### src/rtl/fetch_stage_pkg.sv
// Shared definitions for the fetch stage: widths, reset vector, NOP encoding,
// fetch FSM states and the branch-op encoding used by the execute stage.
package fetch_stage_pkg;
   localparam int          DEF_BUS_WIDTH    = 32;
   localparam logic [31:0] DEF_RESET_VECTOR = 32'h0000_0000;
   localparam logic [31:0] NOP_INSTR        = 32'h0000_0013;  // addi x0, x0, 0

   typedef enum logic {
      BOOT,
      RUN
   } fetch_state_e;

   // funct3 encodings of the conditional branches
   typedef enum logic [2:0] {
      B_BEQ  = 3'b000,
      B_BNE  = 3'b001,
      B_BLT  = 3'b100,
      B_BGE  = 3'b101,
      B_BLTU = 3'b110,
      B_BGEU = 3'b111
   } type_B_op_e;
endpackage

### src/rtl/fetch_stage_if_id_reg.sv
// IF/ID pipeline register. A flush turns the slot into a bubble (NOP, not valid)
// while keeping the PC, and it wins over a load.
module if_id_reg
   import fetch_stage_pkg::*;
#(
   parameter int BUS_WIDTH = DEF_BUS_WIDTH
) (
   input  logic                 clk,
   input  logic                 rst_n,
   input  logic                 en,
   input  logic                 flush,
   input  logic [BUS_WIDTH-1:0] pc_in,
   input  logic [31:0]          instr_in,
   output logic [BUS_WIDTH-1:0] pc_out,
   output logic [31:0]          instr_out,
   output logic                 valid_out
);

   // Bubble on flush, capture on enable, otherwise hold
   always_ff @(posedge clk or negedge rst_n) begin
      if (!rst_n) begin
         pc_out    <= '0;
         instr_out <= NOP_INSTR;
         valid_out <= 1'b0;
      end else if (flush) begin
         instr_out <= NOP_INSTR;
         valid_out <= 1'b0;
      end else if (en) begin
         pc_out    <= pc_in;
         instr_out <= instr_in;
         valid_out <= 1'b1;
      end
   end

endmodule

### src/rtl/fetch_stage.sv
// Instruction fetch stage: owns the fetch PC, handles stalls and execute-stage
// redirects, and feeds the IF/ID register.
module fetch_stage
   import fetch_stage_pkg::*;
#(
   parameter int                   BUS_WIDTH    = DEF_BUS_WIDTH,
   parameter logic [BUS_WIDTH-1:0] RESET_VECTOR = DEF_RESET_VECTOR[BUS_WIDTH-1:0],
   parameter int                   CNT_WIDTH    = 16
) (
   input  logic                 clk,
   input  logic                 rst_n,
   input  logic                 stall,
   input  logic                 br_taken,
   input  logic [BUS_WIDTH-1:0] br_target,
   input  logic [31:0]          instr_in,
   output logic [BUS_WIDTH-1:0] pc_f,
   output logic [BUS_WIDTH-1:0] pc_d,
   output logic [31:0]          instr_d,
   output logic                 valid_d,
   output logic                 misalign_err,
   output logic [CNT_WIDTH-1:0] redirect_cnt
);

   fetch_state_e         state, state_next;
   logic [BUS_WIDTH-1:0] pc_next;
   logic                 load, flush, accept;

   // FSM state register
   always_ff @(posedge clk or negedge rst_n) begin
      if (!rst_n) state <= BOOT;
      else        state <= state_next;
   end

   // Next PC and IF/ID control; stall beats redirect beats sequential fetch.
   // Redirects are ignored in BOOT since execute cannot hold a branch yet.
   always_comb begin
      state_next = state;
      pc_next    = pc_f;
      load       = 1'b0;
      flush      = 1'b0;
      accept     = 1'b0;
      case (state)
         BOOT: begin
            if (!stall) begin
               load       = 1'b1;
               pc_next    = pc_f + BUS_WIDTH'(4);
               state_next = RUN;
            end
         end
         RUN: begin
            if (!stall) begin
               if (br_taken) begin
                  accept  = 1'b1;
                  flush   = 1'b1;
                  pc_next = {br_target[BUS_WIDTH-1:2], 2'b00};
               end else begin
                  load    = 1'b1;
                  pc_next = pc_f + BUS_WIDTH'(4);
               end
            end
         end
         default: state_next = BOOT;
      endcase
   end

   // Fetch PC, misalignment pulse and saturating redirect counter
   always_ff @(posedge clk or negedge rst_n) begin
      if (!rst_n) begin
         pc_f         <= RESET_VECTOR;
         misalign_err <= 1'b0;
         redirect_cnt <= '0;
      end else begin
         pc_f         <= pc_next;
         misalign_err <= accept && (br_target[1:0] != 2'b00);
         if (accept && (redirect_cnt != '1))
            redirect_cnt <= redirect_cnt + CNT_WIDTH'(1);
      end
   end

   if_id_reg #(.BUS_WIDTH(BUS_WIDTH)) u_if_id (
      .clk       (clk),
      .rst_n     (rst_n),
      .en        (load),
      .flush     (flush),
      .pc_in     (pc_f),
      .instr_in  (instr_in),
      .pc_out    (pc_d),
      .instr_out (instr_d),
      .valid_out (valid_d)
   );

endmodule

### config.mk
export PLATFORM = sky130hd
export DESIGN_NAME = fetch_stage
export DESIGN_NICKNAME = d
export VERILOG_FILES = /design/src/rtl/fetch_stage_pkg.sv /design/src/rtl/fetch_stage_if_id_reg.sv /design/src/rtl/fetch_stage.sv
export SDC_FILE = /design/constraint.sdc
export NUM_CORES = 1
export LEC_CHECK = 0
export ABC_AREA = 1
export CAP_MARGIN = 20
export CORE_MARGIN = 8
export CORE_UTILIZATION = 32
export DETAILED_ROUTE_END_ITERATION = 12
export HOLD_SLACK_MARGIN = 0.1
export PLACE_DENSITY = 0.63
export REMOVE_ABC_BUFFERS = 1
export SLEW_MARGIN = 10
export SYNTH_ARGS = -nofsm -noshare
export SYNTH_HDL_FRONTEND = slang
export SYNTH_SLANG_ARGS = --single-unit
### constraint.sdc
create_clock -name clk -period 1.39 [get_ports clk]
set_clock_uncertainty 0.1 [all_clocks]
set_input_delay 0.278 -clock clk [delete_from_list [all_inputs] [get_ports clk]]
set_output_delay 0.278 -clock clk [all_outputs]
set_load 0.05 [all_outputs]
==> flow_summary.yaml, run 1 <==
final_layout:
  layout_common_cells: "nand2_1, buf_12, buf_4"
  final_common_cell: "nand2_1"
  antenna_cells: 0
  finish.utilization_pct: 61.15
  drive_gt1_share_pct: 36.47
  nNetsFinal: 1148
  syn2layout_area_growth_pct: 89.34
  design_area_um2: 10870
  stdcell_count: 1312
  fill_cells: 1454
placed_design:
  dp_cells: 1227
  placed_cell_area_um2: 9598
  hpwl_um: 14690
  io_buffers: 177
  globalplace.congestion: 0.8969
die:
  die_h_um: 150.0
  row_count: 49
  die_x_um: 150.0
  pin_count: 182
  core_um2: 17780
  initial_core_util_pct: 32.29
  dieArea_um2: 22490
grt:
  met3_usage_pct: 6.622
  use_met1_pct: 21.11
  busiest_layer: "met2"
  grt_pass1_wl_um: 31600
  antenna_found_initial: 2
  grt_usage_pct: 17.88
  grt_max_degree: 43
  globalRouteOverflowTotal: 0
  use_met2_pct: 28.65
  grt_pass1_vias: 6212
logic_synthesis:
  syn_inst: 746
  ys_types: 40
  synth_edf_count: 0
  synth_ff_type: "dfrtp_1"
  ys_ff_latch: 111
  syn_area_um2: 5742
  ys_warn_count: 0
  ys_async_sr_fraction_pct: 100.0
  syn_avg_cell_area_um2: 7.697
  ys_seq_area_share_pct: 48.44
cts:
  cts_tree: "yes"
  numCtsBuffers: 9
  cts_sinks: 111
  clockRootBuffer: "clkbuf_16"
  clk_pin_slew_worst_paths_ps: 70
  clock_path_buffers: 2
  htree_levels: 3
  insertion_delay_ps: 360
worst_setup_path:
  crit_arrival_ps: 1810
  worstSetupStartpointType: "flop"
  crit_type: "reg2reg"
  cp-end-kind: "flop"
  worstSetupStartpoint: "redirect_cnt[0]$_DFFE_PN0P_"
  r2r_cells: 8
  ff2ff_setup_slack_ps: -270
  cp_data_required_time_ps: 1530
  r2r_start: "redirect_cnt[0]$_DFFE_PN0P_"
  reg2reg_to: "redirect_cnt[3]$_DFFE_PN0P_"
  worstPathMaxFanout: 6
timing:
  final-setup-viol-count: 90
  max_freq_mhz: 601.0
  rsz0062_at_grt: "true"
  finalHoldViolCount: 0
  period_share_pct: 119.7
  setup_slack_ps: -273.9
  tns_ps: -9961
  slew_viol_final: 0
  fin_crit_ps: 1664
routing:
  drt-pass1-iter-count: 5
  avgRoutedWirePerCell_um: 15.76
  drcViolationCount: 0
  via_count: 6109
  drt_iter0_drc: 315
  routed_via_density: 4.656
  wirelength_um: 20680
  ant_nets: 0
outcome:
  outcome: "complete, but fails checks"
  violations: "setup timing"
pwr:
  powerDensity_nw_per_um2: 1234
  p_leak_nw: 5.196
  irDropWorstVdd_mv: 1.234
worst_hold_path:
  min_path_type: "in2async"
flow_run:
  maxCapViolCount: 0
registers in the layout (all words and copies together), names as in the netlist:
register           count
u_if_id.instr_out     32
misalign_err           1
state                  1
pc_f                  30
u_if_id.pc_out        30
u_if_id.valid_out      1
redirect_cnt          16
synthesized netlist by cell type, types with 3 or more instances:
cell type	number	share of area (%)
buf_1	5	0.33
a31oi_1	4	0.44
inv_2	6	0.39
a21oi_1	5	0.44
nor2_2	10	1.1
dfstp_2	3	1.4
nor2_1	94	6.1
nor3_1	5	0.44
clkbuf_8	3	0.72
o21ai_1	9	0.78
xor2_1	10	1.5
nand2_1	246	16
inv_1	56	3.7
buf_2	8	0.70
o21ai_0	36	3.1
buf_4	4	0.52
nand2_2	8	0.87
nor2_4	7	1.4
nand3_2	3	0.52
clkbuf_1	10	0.65
nand4_1	8	0.87
o22ai_1	8	0.87
nand3_1	66	5.8
dfrtp_1	108	47
area by class of cell:
cell class	instances	area, um2	area share [%]
Timing Repair Buffer	348	4463	41.05
Multi-Input combinational cell	546	2804	25.79
Tap cell	229	286.5	2.636
Clock buffer	13	240.2	2.210
Clock inverter	3	45.04	0.4143
Inverter	62	240.2	2.210
Sequential cell	111	2793	25.69
how the worst max path moves through the flow:
| stage | cells past startpoint | slack [ps] | end |
|---|---|---|---|
| after CTS | 8 | -180 | redirect_cnt[5]$_DFFE_PN0P_ |
| after global routing | 9 | -330 | pc_f[26]$_DFFE_PN0P_ |
| after floorplan | 3 | -980 | u_if_id.pc_out[15]$_DFFE_PN0P_ |
| after global placement | 7 | -370 | redirect_cnt[3]$_DFFE_PN0P_ |
| after detailed placement | 7 | -440 | redirect_cnt[5]$_DFFE_PN0P_ |
| final | 8 | -270 | redirect_cnt[3]$_DFFE_PN0P_ |
repair_timing:
item	CTS	global route
gates cloned	1	1
hold buffers	1	0
hold endpoints to repair	108	0
setup buffers	43	33
endpoints found under the setup margin	96	101
gates resized for setup	66	80
pin swaps	7	26
report_power, final:
group | switching (mW) | leakage (nW) | internal [mW]
clock | 1.25 | 0.130 | 1.41
combinational | 3.30 | 3.70 | 3.23
sequential | 0.530 | 1.36 | 3.69
per-stage QoR:
step / power, mW / hold slack (ps) / setup WS [ps]
after detailed placement: 9.965 / 79.29 / -437.6
after global routing: 14.00 / 247.7 / -327.1
after CTS: 13.05 / 235.2 / -178.4
final: 13.41 / 238.3 / -273.9
after global placement: 9.914 / 81.99 / -372.5
after floorplan: 6.584 / -117.6 / -978.0
per-layer routing:
metal / wire length (um) / vias up / part of all wire, %
met5: 26 / - / 0.13
met4: 520 / 4 / 2.5
met3: 1871 / 42 / 9.0
met2: 10030 / 197 / 48
met1: 8233 / 2845 / 40
li1: - / 3021 / -
kinds of logic (layout without fill, tap and decap cells):
| kind of cell | after synthesis | count (layout) | share of synthesized area [%] |
|---|---|---|---|
| xor gates and xnor gates | 12 | 12 | 1.830 |
| DFF | 111 | 111 | 48.44 |
| adders and majority gates | 2 | 2 | 0.4358 |
| and+or+nand+nor | 454 | 456 | 34.60 |
| other | 1 | 4 | 0.06531 |
| buffers and inverters | 94 | 426 | 7.322 |
| muxes | 4 | 4 | 0.7844 |
| AOI/OAI and AO/OA | 68 | 68 | 6.515 |
critical path: stages, from the launching register on:
cell     delay [ps]
dfrtp_1         430
ha_4            180
nand3_4          90
nor2_1          110
nand3_1         130
nand2_4         170
buf_12          160
nor2_4           40
xor2_1          140
Note: power is estimated with default switching activity, not from simulation.
==> inputs of run 2 (changes only) <==
Settings changed: SYNTH_HIERARCHICAL from default to 1.
==> run 2 against run 1 <==
  * The flow still finishes with violations (setup timing)
  * Hold slack gained 72 ps
  * Global-route usage is 2.2 points higher
  * Fmax decreased by 1.6%
  * Sequential cell count grew 2
  * Register-to-register slack worse by 30 ps
  * Combinational power up 18%
  * First-iteration DRC count rose by 47%
  * Sequential share of layout area fell by 3.2 points
  * Total power rose by 22%
  * Synthesized area up 0.35%
  * Count of clock-buffer cells in the layout is 5 higher
  * Via count rose by 18%
==> flow_summary.yaml, run 2 <==
logic_synthesis:
  synth_top_family_by_area: "simple AND/OR/NAND/NOR gates"
  syn_inst: 778
  yosys-top-cells-count: "nand2_1, dfrtp_1, nand3_1, nor2_1, inv_1"
  synth_xor_area_share_pct: 2.128
  synth_compound_area_share_pct: 4.387
  syn_avg_cell_area_um2: 7.406
  synth_ff_type: "dfrtp_1"
  yosysMostFrequentCell: "nand2_1"
  ys_warn_count: 6
  ys_async_sr_fraction_pct: 100.0
  yosysTopAreaCell: "dfrtp_1"
  synthMuxAreaShare_pct: 0
  ys_top_cells_by_area: "dfrtp_1, nand2_1, nand3_1, nor2_1, inv_1"
  yosys.area_share.simple_pct: 38.00
  synth_top_area_share_pct: 47.77
  ys_seq_area_share_pct: 49.14
  synth_edf_count: 0
  ys_types: 34
  ys_ff_latch: 113
  synthAdderAreaFrac_pct: 0.4343
  syn_area_um2: 5762
outcome:
  outcome: "complete, but fails checks"
  violations: "setup timing"
final_layout:
  syn2layout_area_growth_pct: 121.5
  nNetsFinal: 1255
  antenna_cells: 0
  final_common_cell: "nand2_1"
  reg.largest.list: "u_if_id/instr_out: 32 flops, u_if_id/pc_out: 32 flops, pc_f: 30 flops"
  drive_gt1_share_pct: 52.67
  layout_common_cells: "nand2_1, buf_4, buf_12"
timing:
  period_share_pct: 121.6
  tns_ps: -17450
  rsz0062_at_grt: "true"
  setup_slack_ps: -300.9
  final-setup-viol-count: 158
  fin_crit_ps: 1691
  max_freq_mhz: 591.4
  slew_viol_final: 0
  finalHoldViolCount: 0
placed_design:
  io_buffers: 179
  hpwl_um: 15620
  globalplace.congestion: 0.8842
worst_setup_path:
  critPathBufInv: 1
  cp-end-kind: "flop"
  worstPathCellList: "nand2_2, nor2_2, nand2_1, nor2_2, buf_4, nand3_1, nand3_1, nand2_1, nand2_1"
  cpMostUsedCell: "nand2_1"
  crit_type: "reg2reg"
  cp_slowest_cell: "dfrtp_2"
  r2r_cells: 9
  r2r_start: "pc_f[15]$_DFFE_PN0P_"
  cp_data_required_time_ps: 1640
  cp_slowest_stage_delay_ps: 460
  setup.worst_path.end: "pc_f[27]$_DFFE_PN0P_"
  worstSetupStartpoint: "pc_f[15]$_DFFE_PN0P_"
  cp.depth: 9
  ff2ff_setup_slack_ps: -300
  crit_arrival_ps: 1940
  worstSetupStartpointType: "flop"
  reg2reg_to: "pc_f[27]$_DFFE_PN0P_"
  worstPathMaxFanout: 4
  critPathTopFamily: "simple AND/OR/NAND/NOR gates"
die:
  die_h_um: 150.2
  dieArea_um2: 22560
  row_count: 49
  initial_core_util_pct: 32.30
  pin_count: 182
  die_x_um: 150.2
  core_um2: 17840
pwr:
  powerDensity_nw_per_um2: 1278
  p_sw_share_pct: 37.84
  finalPower_mw: 16.32
  intPower_mw: 10.14
  irDropWorstVdd_mv: 0.8713
  clkPwrFrac_pct: 25.4
  p_leak_nw: 6.097
  power.switching_mw: 6.173
  p_comb_share_pct: 47.3
  pwr-share-seq_pct: 27.3
routing:
  drcViolationCount: 0
  avgRoutedWirePerCell_um: 18.52
  via_count: 7187
  routed_via_density: 5.036
  drt_iter0_drc: 464
  drt-pass1-iter-count: 5
  wirelength_um: 26430
  ant_nets: 0
cts:
  cts_sinks: 113
  clk_pin_slew_worst_paths_ps: 60
  cts_tree: "yes"
  clock_path_buffers: 2
  clockRootBuffer: "clkbuf_16"
  insertion_delay_ps: 420
  numCtsBuffers: 17
  htree_levels: 4
grt:
  antenna_found_initial: 0
  grt_pass1_wl_um: 35620
  grt_max_degree: 48
  grt_usage_pct: 20.05
  globalRouteOverflowTotal: 0
  grt_pass1_vias: 6759
flow_run:
  maxCapViolCount: 0
worst_hold_path:
  hold_start: "br_target[3]"
  min_path_type: "in2reg"
run 2: changes by cell type after synthesis, moves of 7 or more:
cell	previous run	this run
buf_2	8	17
inv_1	56	40
nand2_1	246	337
nand3_1	66	95
nor2_1	94	58
nor2_2	10	3
nor2_4	7	0
o21ai_0	36	15
run 2: kinds of logic after synthesis:
group | after synthesis
simple gates | 525
flops | 113
buf+inv | 78
compound gates | 45
xor+xnor | 14
fa+ha+maj | 2
other cells | 1
run 2: metrics by stage:
step	util [%]	cell area [um2]	hold WS, ps	cells	setup WS, ps
6_report	71.54	12760	310.5	1427	-300.9
5_1_grt	71.54	12760	320.4	1427	-342.9
4_1_cts	64.84	11570	303.4	1377	-203.6
3_5_place_dp	55.31	9868	195.9	1281	-575.6
3_3_place_gp	55.31	9868	201.2	1281	-547.7
2_1_floorplan	-	5605	-117.6	748	-1989
run 2: power by group through the flow:
stage               Combinational [mW]  Sequential (mW)  Clock, mW
floorplan                        0.888             5.98          0
global placement                  6.12             4.34          0
detailed placement                6.17             4.36          0
CTS                               6.93             4.34       4.18
global route                      8.04             4.50       4.36
finish                            7.72             4.45       4.14
run 2: cell type report:
class	instances	area, um2
repair buffers	418	5251
fillers	1184	5077
multi-input cells	590	3587
flip-flops and latches	113	2877
clock buffers	18	439.2
well taps	229	286.5
inverters	45	206.4
clock inverters	14	116.4
run 2: worst min-delay path, stage by stage:
cell and delay [ps]:
clkdlybuf4s50_1 400, nand2_1 60, nand3_1 60
run 2: worst min path at each step:
stage,end,cells past startpoint,slack (ps)
finish,pc_f[3]$_DFFE_PN0P_,3,310
CTS,u_if_id/instr_out[23]$_DFFE_PN0P_,3,300
detailed placement,u_if_id/instr_out[16]$_DFFE_PN0P_,2,200
global route,pc_f[17]$_DFFE_PN0P_,4,320
floorplan,misalign_err$_DFF_PN0_,0,-120
global placement,u_if_id/instr_out[16]$_DFFE_PN0P_,2,200
run 2: routing by layer:
metal	vias to the layer above	wire [um]	global-route usage, %
met4	0	580	5.697
li1	3294	-	-
met3	57	2031	5.531
met5	-	0	0
met2	326	13340	34.62
met1	3510	10480	23.98
run 2: repair_timing:
| item | CTS | global route |
|---|---|---|
| cloned | 3 | 5 |
| setup endpoints to repair | 163 | 192 |
| setup buffers | 60 | 56 |
| hold buffers | 1 | 0 |
| pin swaps | 34 | 52 |
| gates resized for setup | 178 | 245 |
| endpoints found under the hold margin | 113 | 0 |
==> inputs of run 3 (changes only) <==
Settings changed: CORE_UTILIZATION 32 to 42, PLACE_DENSITY 0.63 to 0.78.
==> run 3 against run 2 <==
  * Synthesized area did not move
  * Synthesized cell count is the same
  * The run now fails in global routing
==> flow_summary.yaml, run 3 <==
cts:
  clock_path_buffers: 2
  htree_levels: 4
  clockRootBuffer: "clkbuf_16"
  cts_sinks: 113
  numCtsBuffers: 17
logic_synthesis:
  synth_edf_count: 0
  yosys-top-cells-count: "nand2_1, dfrtp_1, nand3_1, nor2_1, inv_1"
  syn_avg_cell_area_um2: 7.406
  synth_ff_type: "dfrtp_1"
  ys_types: 34
  yosysTopAreaCell: "dfrtp_1"
  ys_seq_area_share_pct: 49.14
  ys_top_cells_by_area: "dfrtp_1, nand2_1, nand3_1, nor2_1, inv_1"
  ys_ff_latch: 113
  syn_inst: 778
  ys_async_sr_fraction_pct: 100.0
  synth_top_area_share_pct: 47.77
  syn_area_um2: 5762
  ys_warn_count: 6
  yosysMostFrequentCell: "nand2_1"
die:
  pin_count: 182
  die_x_um: 133.1
  die_h_um: 133.1
  row_count: 43
  initial_core_util_pct: 42.16
placed_design:
  dp_cells: 1220
  hpwl_um: 15960
  globalplace.congestion: 0.9129
  io_buffers: 179
  placed_cell_area_um2: 9704
outcome:
  stop_error: "[ERROR DPL-0038] Utilization greater than 100%, impossible to legalize"
  stop_stage: "global routing"
  outcome: "aborted with a tool error"
timing:
  worstEndpointGrtRepair: "redirect_cnt[4]"
  worst-ep-kind: "output port"
grt:
  grt_max_degree: 36
-- run 3: cell counts after synthesis --
No cell type changed its count.
-- run 3: kinds of logic after synthesis --
group,count (synthesis),synth area share (%)
AOI/OAI and AO/OA,45,4.386
xor gates and xnor gates,14,2.128
adders and majority gates,2,0.4342
buffers and inverters,78,5.841
DFF,113,49.14
other,1,0.06508
and+or+nand+nor,525,38.00
-- run 3: per-stage QoR --
step | worst slack [ps] | utilization [%]
2_1_floorplan | -1989 | -
3_3_place_gp | -475.7 | 71.01
3_5_place_dp | -561.5 | 71.01
4_1_cts | -213.8 | 87.08
-- run 3: what timing repair did --
action                     4_1_cts
setup endpoints to repair      164
hold buffers                     1
gates cloned                    10
resized for setup              230
setup buffers                   81
hold endpoints to repair       112
pin swaps                       44
==> inputs of run 4 (changes only) <==
Settings changed: CORE_UTILIZATION 42 to 35, HOLD_SLACK_MARGIN 0.1 to default, PLACE_DENSITY 0.78 to default, PLACE_DENSITY_LB_ADDON from default to 0.15.
Clock period 1.39 ns to 1.8 ns, I/O delays scaled along.
==> run 4 against run 3 <==
  * The run now ends clean
==> flow_summary.yaml, run 4 (synthesized netlist as in run 2, its figures left out) <==
final_layout:
  antenna_cells: 0
  reg.largest.list: "u_if_id/instr_out: 32 flops, u_if_id/pc_out: 32 flops, pc_f: 30 flops"
  finish.utilization_pct: 56.36
  fill_cells: 1552
  drive_gt1_share_pct: 23.49
  layout_common_cells: "nand2_1, buf_4, dfrtp_1"
  nNetsFinal: 1083
  syn2layout_area_growth_pct: 59.91
  final_common_cell: "nand2_1"
routing:
  drt_iter0_drc: 404
  routed_via_density: 4.661
  wirelength_um: 19360
  drt-pass1-iter-count: 5
  drcViolationCount: 0
  ant_nets: 0
  via_count: 5807
  avgRoutedWirePerCell_um: 15.53
die:
  die_x_um: 144.3
  row_count: 47
  core_um2: 16350
  dieArea_um2: 20820
  initial_core_util_pct: 35.24
  pin_count: 182
  die_h_um: 144.3
cts:
  postCtsSetupBuffers: 0
  insertion_delay_ps: 420
  cts_sinks: 113
  cts_tree: "yes"
  htree_levels: 4
  clock_path_buffers: 2
  clk_pin_slew_worst_paths_ps: 60
  numCtsBuffers: 17
  clockRootBuffer: "clkbuf_16"
worst_setup_path:
  cp_data_required_time_ps: 1340
  crit_arrival_ps: 1200
  crit_type: "reg2out"
  worstPathMaxFanout: 6
  cp-end-kind: "output port"
  worstSetupStartpointType: "flop"
flow_run:
  maxCapViolCount: 0
pwr:
  irDropWorstVdd_mv: 0.7800
  p_comb_share_pct: 36.4
  powerDensity_nw_per_um2: 1153
  clkPwrFrac_pct: 32.8
  intPower_mw: 6.611
  finalPower_mw: 10.62
  p_sw_share_pct: 37.75
  pwr-share-seq_pct: 30.8
  p_leak_nw: 4.556
  power.switching_mw: 4.009
grt:
  grt_pass1_vias: 5828
  grt_pass1_wl_um: 31160
  globalRouteOverflowTotal: 0
  antenna_found_initial: 0
  grt_usage_pct: 19.22
  grt_max_degree: 62
timing:
  rsz0062_at_grt: "false"
  slew_viol_final: 0
  fin_crit_ps: 1664
  final-setup-viol-count: 0
  finalHoldViolCount: 0
  period_share_pct: 92.47
  max_freq_mhz: 600.8
placed_design:
  io_buffers: 179
  hpwl_um: 14430
  globalplace.congestion: 0.8296
outcome:
  outcome: "complete, no violations"
worst_hold_path:
  min_path_type: "reg2reg"
[run 4: per-layer routing]
metal,vias up,track usage (%),share of wire (%)
met4,0,5.531,1.3
met2,169,30.60,47
met5,-,0,0
met3,18,4.919,7.1
li1,2939,-,-
met1,2681,25.25,45
[run 4: power groups by stage]
stage	Clock (mW)	Sequential [mW]	Combinational (mW)
finish	3.48	3.28	3.86
global route	3.66	3.33	4.10
CTS	3.54	3.27	3.90
detailed placement	0	3.31	3.89
global placement	0	3.31	3.86
floorplan	0	4.62	0.686
[run 4: through the flow]
| step | area, um2 | hold slack [ps] | setup slack (ps) | std cells | setup TNS, ps |
|---|---|---|---|---|---|
| after floorplan | 5605 | -35.59 | -1661 | 748 | -118830 |
| after global placement | 8563 | 291.3 | -270.5 | 1213 | -21970 |
| after detailed placement | 8563 | 295.5 | -331.9 | 1213 | -27530 |
| after CTS | 9183 | 373.7 | 17.67 | 1246 | 0 |
| after global routing | 9214 | 380.6 | 1.833 | 1246 | 0 |
| final | 9214 | 369.9 | 135.6 | 1246 | 0 |
[run 4: final timing paths]
path | cells past startpoint | slack [ps] | from | to
worst max-delay path | 2 | 140 | pc_f[13]$_DFFE_PN0P_ | pc_f[13]
worst min-delay path | 2 | 370 | u_if_id/pc_out[8]$_DFFE_PN0P_ | u_if_id/pc_out[8]$_DFFE_PN0P_
worst max register to register | 7 | 150 | pc_f[2]$_DFFE_PN0P_ | pc_f[18]$_DFFE_PN0P_
worst min register to register | 2 | 370 | u_if_id/pc_out[8]$_DFFE_PN0P_ | u_if_id/pc_out[8]$_DFFE_PN0P_
max in group asynchronous | 3 | 870 | rst_n | u_if_id/instr_out[4]$_DFFE_PN1P_
min in group asynchronous | 3 | 380 | rst_n | redirect_cnt[6]$_DFFE_PN0P_
[run 4: cell type report]
type	count	area [um2]	share of cell area (%)
multi-input combinational	590	2635	28.60
tap	220	275.3	2.988
timing repair buffer	246	2690	29.20
clock inverter	15	183.9	1.996
sequential	113	2835	30.77
clock buffer	17	425.4	4.617
inverter	45	168.9	1.833
[run 4: critical path, stage by stage, from the launching register on]
cell     delay (ps)
dfrtp_1         460
buf_4           190
buf_12          140
[run 4: repair_timing]
action	in CTS	in global routing
hold endpoints to repair	110	0
hold buffers	1	0
endpoints found under the setup margin	0	15
resized for setup	0	10
